--- config.mk ---
export PLATFORM = sky130hd
export DESIGN_NAME = phy_rx_lane
export DESIGN_NICKNAME = d
export VERILOG_FILES = /design/src/rtl/phy_rx_lane.sv
export SDC_FILE = /design/constraint.sdc
export NUM_CORES = 1
export LEC_CHECK = 0
export CORE_MARGIN = 10
export CORE_UTILIZATION = 57
export CTS_CLUSTER_SIZE = 10
export DETAILED_ROUTE_END_ITERATION = 8
export GPL_ROUTABILITY_DRIVEN = 0
export PLACE_DENSITY = 0.81
export SYNTH_ARGS = -nofsm -noshare
export SYNTH_HDL_FRONTEND = slang
export SYNTH_SLANG_ARGS = --single-unit
--- constraint.sdc ---
create_clock -name clk_32f -period 3.7 [get_ports clk_32f]
set_clock_uncertainty 0.2 [all_clocks]
set_input_delay 0.74 -clock clk_32f [delete_from_list [all_inputs] [get_ports clk_32f]]
set_output_delay 0.74 -clock clk_32f [all_outputs]
set_load 0.02 [all_outputs]
--- src/rtl/phy_rx_lane.sv ---
// phy_rx_lane: serial-to-parallel receive end of one PHY lane with COM-based byte alignment
// clk_32f     in   bit clock, all logic on posedge
// reset_L     in   synchronous active-low reset
// data_in     in   serial lane bit, MSB of each byte first
// data_out    out  last received data byte, held between boundaries
// valid_out   out  data_out holds a data byte (neither COM nor IDL)
// byte_strobe out  one-cycle pulse on each byte boundary once aligned
// active      out  alignment lock achieved, held until reset
module phy_rx_lane #(
  parameter logic [7:0] COM      = 8'hBC,
  parameter logic [7:0] IDL      = 8'h7C,
  parameter int         BC_COUNT = 4
) (
  input  logic       clk_32f,
  input  logic       reset_L,
  input  logic       data_in,
  output logic [7:0] data_out,
  output logic       valid_out,
  output logic       byte_strobe,
  output logic       active
);
  typedef enum logic [1:0] {SEARCH, ALIGN, ACTIVE} state_t;
  state_t      r_state;
  logic [7:0]  r_sr;
  logic [2:0]  r_bit_cnt;
  logic [3:0]  r_com_cnt;
  logic [7:0]  w_nxt;
  logic [3:0]  w_com_inc;
  logic        w_bnd;
  logic        w_ctrl;
  assign w_nxt     = {r_sr[6:0], data_in};
  assign w_com_inc = r_com_cnt + 4'd1;
  assign w_bnd     = r_bit_cnt == 3'd7;
  assign w_ctrl    = (w_nxt == COM) || (w_nxt == IDL);
  always_ff @(posedge clk_32f) begin
    if (!reset_L) begin
      r_state     <= SEARCH;
      r_sr        <= '0;
      r_bit_cnt   <= '0;
      r_com_cnt   <= '0;
      data_out    <= '0;
      valid_out   <= 1'b0;
      byte_strobe <= 1'b0;
      active      <= 1'b0;
    end else begin
      r_sr        <= w_nxt;
      r_bit_cnt   <= r_bit_cnt + 3'd1;
      byte_strobe <= 1'b0;
      case (r_state)
        SEARCH: if (w_nxt == COM) begin
          // this edge becomes the byte boundary, so the next one is 8 cycles out
          r_bit_cnt <= 3'd0;
          r_com_cnt <= 4'd1;
          active    <= BC_COUNT == 1;
          r_state   <= BC_COUNT == 1 ? ACTIVE : ALIGN;
        end
        ALIGN: if (w_bnd) begin
          if (w_nxt == COM) begin
            r_com_cnt <= w_com_inc;
            if (w_com_inc == 4'(BC_COUNT)) begin
              active  <= 1'b1;
              r_state <= ACTIVE;
            end
          end else begin
            r_com_cnt <= 4'd0;
            r_state   <= SEARCH;
          end
        end
        ACTIVE: if (w_bnd) begin
          byte_strobe <= 1'b1;
          valid_out   <= !w_ctrl;
          data_out    <= w_ctrl ? data_out : w_nxt;
        end
        default: r_state <= SEARCH;
      endcase
    end
  end
endmodule

### Yosys cells after proc, flatten, opt, wreduce, memory -nomap -nowiden

Cells that the tools add are included.

| storage, ports and cells | value |
|---|---|
| bits in registers | 27 |
| bits of input ports | 3 |
| logic and storage cells | 50 |

| cells by class | value |
|---|---|
| $add $sub $neg | 2 |
| equality and inequality tests | 11 |
| muxes and demuxes | 17 |
| bitwise gates (word level) | 2 |
| reduce and logical (&&, ||, !) cells | 10 |

Operators with widths:

| operator | number |
|---|---|
| 2-to-1 mux 4 bit | 3 |
| == test 8 x 7 -> 1 bit (second input constant) | 1 |
| == test 8 bit (second input constant) | 1 |
| 2-to-1 mux 2 bit | 4 |
| != test 2 bit (second input constant) | 4 |
| case mux 4 bit (2 select lines) | 1 |
| 2-to-1 mux 3 bit | 2 |
| case mux 2 bit (3 select lines) | 1 |
| AND reduction 3 bit | 2 |
| 2-to-1 mux 1 bit | 5 |
| AND reduction 5 bit | 1 |
| adder 4 x 1 -> 4 bit (second input constant) | 1 |
| == test 4 x 3 -> 1 bit (second input constant) | 1 |
| AND reduction 2 bit | 2 |
| AND reduction 4 bit | 1 |
| adder 3 x 1 -> 3 bit (second input constant) | 1 |
| == test 3 bit (second input constant) | 1 |
| != test 3 bit (second input constant) | 1 |
| == test 2 x 1 -> 1 bit (second input constant) | 1 |
| == test 2 bit (second input constant) | 1 |
| logical NOT 2 bit | 1 |
| NOT 1 bit | 2 |
| case mux 1 bit (2 select lines) | 1 |
| nonzero test 2 bit | 1 |
| other kinds (2) | 2 |

### Longest topological paths before layout

| logic depth | value |
|---|---|
| depth after elaboration | 6 |
| depth in mapped cells | 7 |
| depth with buffers taken out | 6 |

### Worst setup path before layout

No wires, ideal clock.

| timing | value |
|---|---|
| path kind | input to register |
| start | in data_in |
| end | reg data_out[3] |
| library setup time | 126 ps |
| data arrival time | 1,541 ps |
| setup slack | 1,833 ps |
| stages | 5 |
| path buffers | 1 |
| path through | and4b_4 > a41oi_2 > buf_2 > nand2_1 > o21ai_1 |

| between the ends | value |
|---|---|
| word-level cells in the longest chain between the ends | 4 |
| elaborated cells on any way between the ends | 5 |
| those cells by class | 2 x eq/ne; 1 x bitwise; 2 x reduce/logical |

RTL lines:

| item | RTL line | text |
|---|---|---|
| start, declared | 16 | `input logic data_in,` |
| == test 8 bit or == test 8 x 7 -> 1 bit (tied branches) | 34 | `assign w_ctrl = (w_nxt == COM) \|\| (w_nxt == IDL);` |
| logical OR 1 bit * | 34 |  |
| NOT 1 bit (no line) * | n/a |  |
| AND reduction 3 bit (no line) * | n/a |  |
| end signal, assigned | 72 | `data_out <= w_ctrl ? data_out : w_nxt;` |
| end, declared | 17 | `output logic [7:0] data_out,` |

Every way passes the cells marked *; elsewhere a longest branch is shown, timed or not.
A chain may end at the register's enable or synchronous reset.

==> flow_results.org <==
** Outcome
- The run finished with clean final reports.

** Synthesis
- Yosys printed 0 warnings.
- Avg Cell Area, Syn :: 9.40 um2
- Number of nets in the synthesized netlist :: 138
- Synthesis produced a netlist whose cell count is 131.
- Yosys reg bits :: 27
- The share of synthesized area in the top cell type comes to 0.439.
- Distinct cell type count after synthesis :: 45
- Summed over all instances, the cell type with the most area after synthesis is sky130_fd_sc_hd__dfxtp_1.
- Top cells by instance count after synthesis :: sky130_fd_sc_hd__dfxtp_1 (27), sky130_fd_sc_hd__nand2_1 (21), sky130_fd_sc_hd__o21ai_1 (8), sky130_fd_sc_hd__and2_1 (7), sky130_fd_sc_hd__nor2_1 (5)
- By instance count, the leading cell after synthesis is sky130_fd_sc_hd__dfxtp_1.
- After synthesis, the share of flip-flops with an asynchronous set or reset is 0.
- In this run, synthesis inferred 0 flip-flops with an integrated enable.
- Of the synthesized area, sequential elements account for 0.439.
- Mapped Area :: 0.00123 mm2
- Among all flip-flop cells after synthesis, the most frequent one is sky130_fd_sc_hd__dfxtp_1.
- By area the synthesized netlist is led by sky130_fd_sc_hd__dfxtp_1 (44%), sky130_fd_sc_hd__nand2_1 (6.4%), sky130_fd_sc_hd__ha_1 (4.1%), sky130_fd_sc_hd__and2_1 (3.6%), sky130_fd_sc_hd__o21ai_1 (3.3%).

** Clock tree
- Quantity of hold-fixing buffers added after cts :: 0
- The later pin in the worst-skew pair is clocked with a latency of around 0.33 ns.
- Post-CTS Setup Bufs :: 0
- CTS-repair resized insts :: 0
- CTS built an H-tree with a depth of 1.
- Number of buffers inserted during clock tree synthesis :: 3
- Clock edge transition at the registers on the reported setup and hold paths :: 0.15 ns
- The clock passes through at most 2 buffers.
- Cell chosen for the clock root :: sky130_fd_sc_hd__clkbuf_4
- For this design, the sink count on the clock tree is 27.
- Clock tree from TritonCTS :: done

** Critical path
- Worst-path fanout max :: 30
- Worst Path Required :: 3.77 ns
- STA classifies the critical path endpoint as a flip-flop.
- Type of origin of the critical path :: primary input
- The critical path is of the in2reg type.
- WP data arrival :: 2.38 ns

** STA
- Final setup fails :: 0
- Measured against its own limit, the worst slew margin works out to 0.410.
- Shortest clock period the worst path allows after layout :: 2.31 ns
- Tightest hold margin :: around 0.25 ns
- Final Hold Violating Endpoints :: 0
- Adding up every negative setup slack in the final design gives 0 ns.
- Worst Setup Slack, final :: 1.39 ns
- Slew at the pin with the worst max-slew slack :: 0.882 ns
- Unrepaired setup endpoints after global routing :: false
- The max-slew violation count was 0.
- Final period utilization :: 0.625
- Max frequency :: 433 MHz

** Floorplanning
- In this run the horizontal extent of the chip is between 60 and 70 um.
- Measured along the y axis, the die boundary spans between 60 and 70 um.
- Floorplan core area :: between 0.002 and 0.0025 mm2
- The floorplan step defined a die boundary enclosing around 0.0044 mm2.
- Initial Util :: 0.615
- Ports :: 14
- Rows :: 16

** Drt
- Total Routed Length :: about 2500 um
- Via count :: 995
- In the final routed layout, each cell accounts on average for 14.7 um.
- Iteration-0 DRC count of the detailed router :: 58
- Detailed-router iteration count before antenna repair :: 4
- DRC violation count after routing :: 0
- The count of nets left with antenna violations once routing finished came out at 0.
- Vias per std cell :: 5.92

** Worst hold path
- Path class of the lowest-slack min-delay path :: reg2reg

** Run
- Across the run, the number of max-cap violations was 0.

** Place
- Port buffering added 13 buffers.
- Setup Slack @ Placement :: 1.06 ns
- Sum of net half-perimeters after detailed placement :: 1810 um
- Including well taps, the total number of placed cells is 164.

** Global routing
- Summed over all layers, the global routing overflow is 0.
- Across every metal layer, demand over resource in global routing totals 0.118.
- Via count of the first global-routing pass :: 903
- Pin count of the biggest net entering global routing :: 31
- Number of antenna violations at the first check in global routing :: 0
- First-pass GRT wire length :: 4180 um

** Final layout
- Layout Cells excl Fill :: 168
- Compared with the post-synthesis result, the final layout area differs by 11.2%.
- 0 antenna diodes ended up in the layout.
- Of the cells placed in the final design, the portion with a size suffix greater than 1 is 0.0567.
- After the last flow step, the layout net total stands at 149.

** Power and ir drop
- Leakage dissipation :: about 0.52 nW
- Across the VDD grid, the largest voltage drop is between 0.2 and 0.3 mV.
- Dividing total power by cell area gives a power density of 321 mW/mm2.
worst max-delay path, cell delays in order:
cell and delay [ns]:
sky130_fd_sc_hd__clkdlybuf4s50_1 1.05, sky130_fd_sc_hd__nor2b_1 0.31, sky130_fd_sc_hd__nand4_1 0.13, sky130_fd_sc_hd__o21ai_1 0.14
state kept, by name (all words and copies together) (netlist names):
| signal | cells |
|---|---|
| r_com_cnt | 4 |
| r_sr | 7 |
| data_out | 8 |
| active | 1 |
| r_bit_cnt | 3 |
| r_state | 2 |
| byte_strobe | 1 |
| valid_out | 1 |
final timing paths:
kind | from | endpoint | slack, ns | depth (start not counted)
min | r_bit_cnt[0] | r_bit_cnt[0] | 0.25 | 1
max | reset_L | r_com_cnt[1] | 1.39 | 4
max reg2reg | r_bit_cnt[0] | data_out[7] | 1.61 | 6
min reg2reg | r_bit_cnt[0] | r_bit_cnt[0] | 0.25 | 1
kinds of logic after synthesis:
logic type               after synthesis  share of synthesized area
adder cells (fa/ha/maj)                4                     0.0407
AND/OR/NAND/NOR                       60                      0.285
AO/OA/AOI/OAI                         28                      0.169
buffers and inverters                 10                     0.0528
XOR/XNOR                               2                     0.0142
flip-flops                            27                      0.439
stage by stage:
| stage | power (W) | utilization | area [um2] |
|---|---|---|---|
| global placement | 0.000318 | 0.670 | 1340 |
| finish | 0.000440 | 0.684 | 1370 |
| floorplan | 0.000316 | - | 1230 |
| global route | 0.000454 | 0.684 | 1370 |
| CTS | 0.000439 | 0.684 | 1370 |
| detailed placement | 0.000319 | 0.670 | 1340 |
power by group:
group	switching, W	total, W	internal, W
Combinational	0.00000860	0.0000147	0.00000614
Clock	0.0000863	0.000127	0.0000406
Sequential	0.00000266	0.000298	0.000295
Total	0.0000976	0.000440	0.000342
per-layer routing:
metal	global-route usage	share of wire
met5	0	0
met4	0.0497	0.013
met3	0.0401	0.067
met2	0.202	0.49
met1	0.130	0.43
layout by cell type (no fill, tap or decap), types with 3 or more instances in the layout:
| cell | instances |
|---|---|
| sky130_fd_sc_hd__dfxtp_1 | 27 |
| sky130_fd_sc_hd__clkdlybuf4s50_1 | 13 |
| sky130_fd_sc_hd__nand3_1 | 3 |
| sky130_fd_sc_hd__and2_1 | 7 |
| sky130_fd_sc_hd__nand2_1 | 21 |
| sky130_fd_sc_hd__nand4b_1 | 3 |
| sky130_fd_sc_hd__a21oi_1 | 3 |
| sky130_fd_sc_hd__ha_1 | 4 |
| sky130_fd_sc_hd__nor2b_1 | 3 |
| sky130_fd_sc_hd__inv_1 | 3 |
| sky130_fd_sc_hd__clkbuf_4 | 3 |
| sky130_fd_sc_hd__o21ai_1 | 8 |
| sky130_fd_sc_hd__nor2_1 | 5 |
cell type report:
type | count | area, um2
Tap cell | 27 | 33.8
Sequential cell | 27 | 541
Inverter | 3 | 11.3
Clock buffer | 3 | 22.5
Timing Repair Buffer | 13 | 130
Fill cell | 153 | 633
Multi-Input combinational cell | 94 | 626
Clock inverter | 1 | 5.00
(Power assumes the default switching activity.)
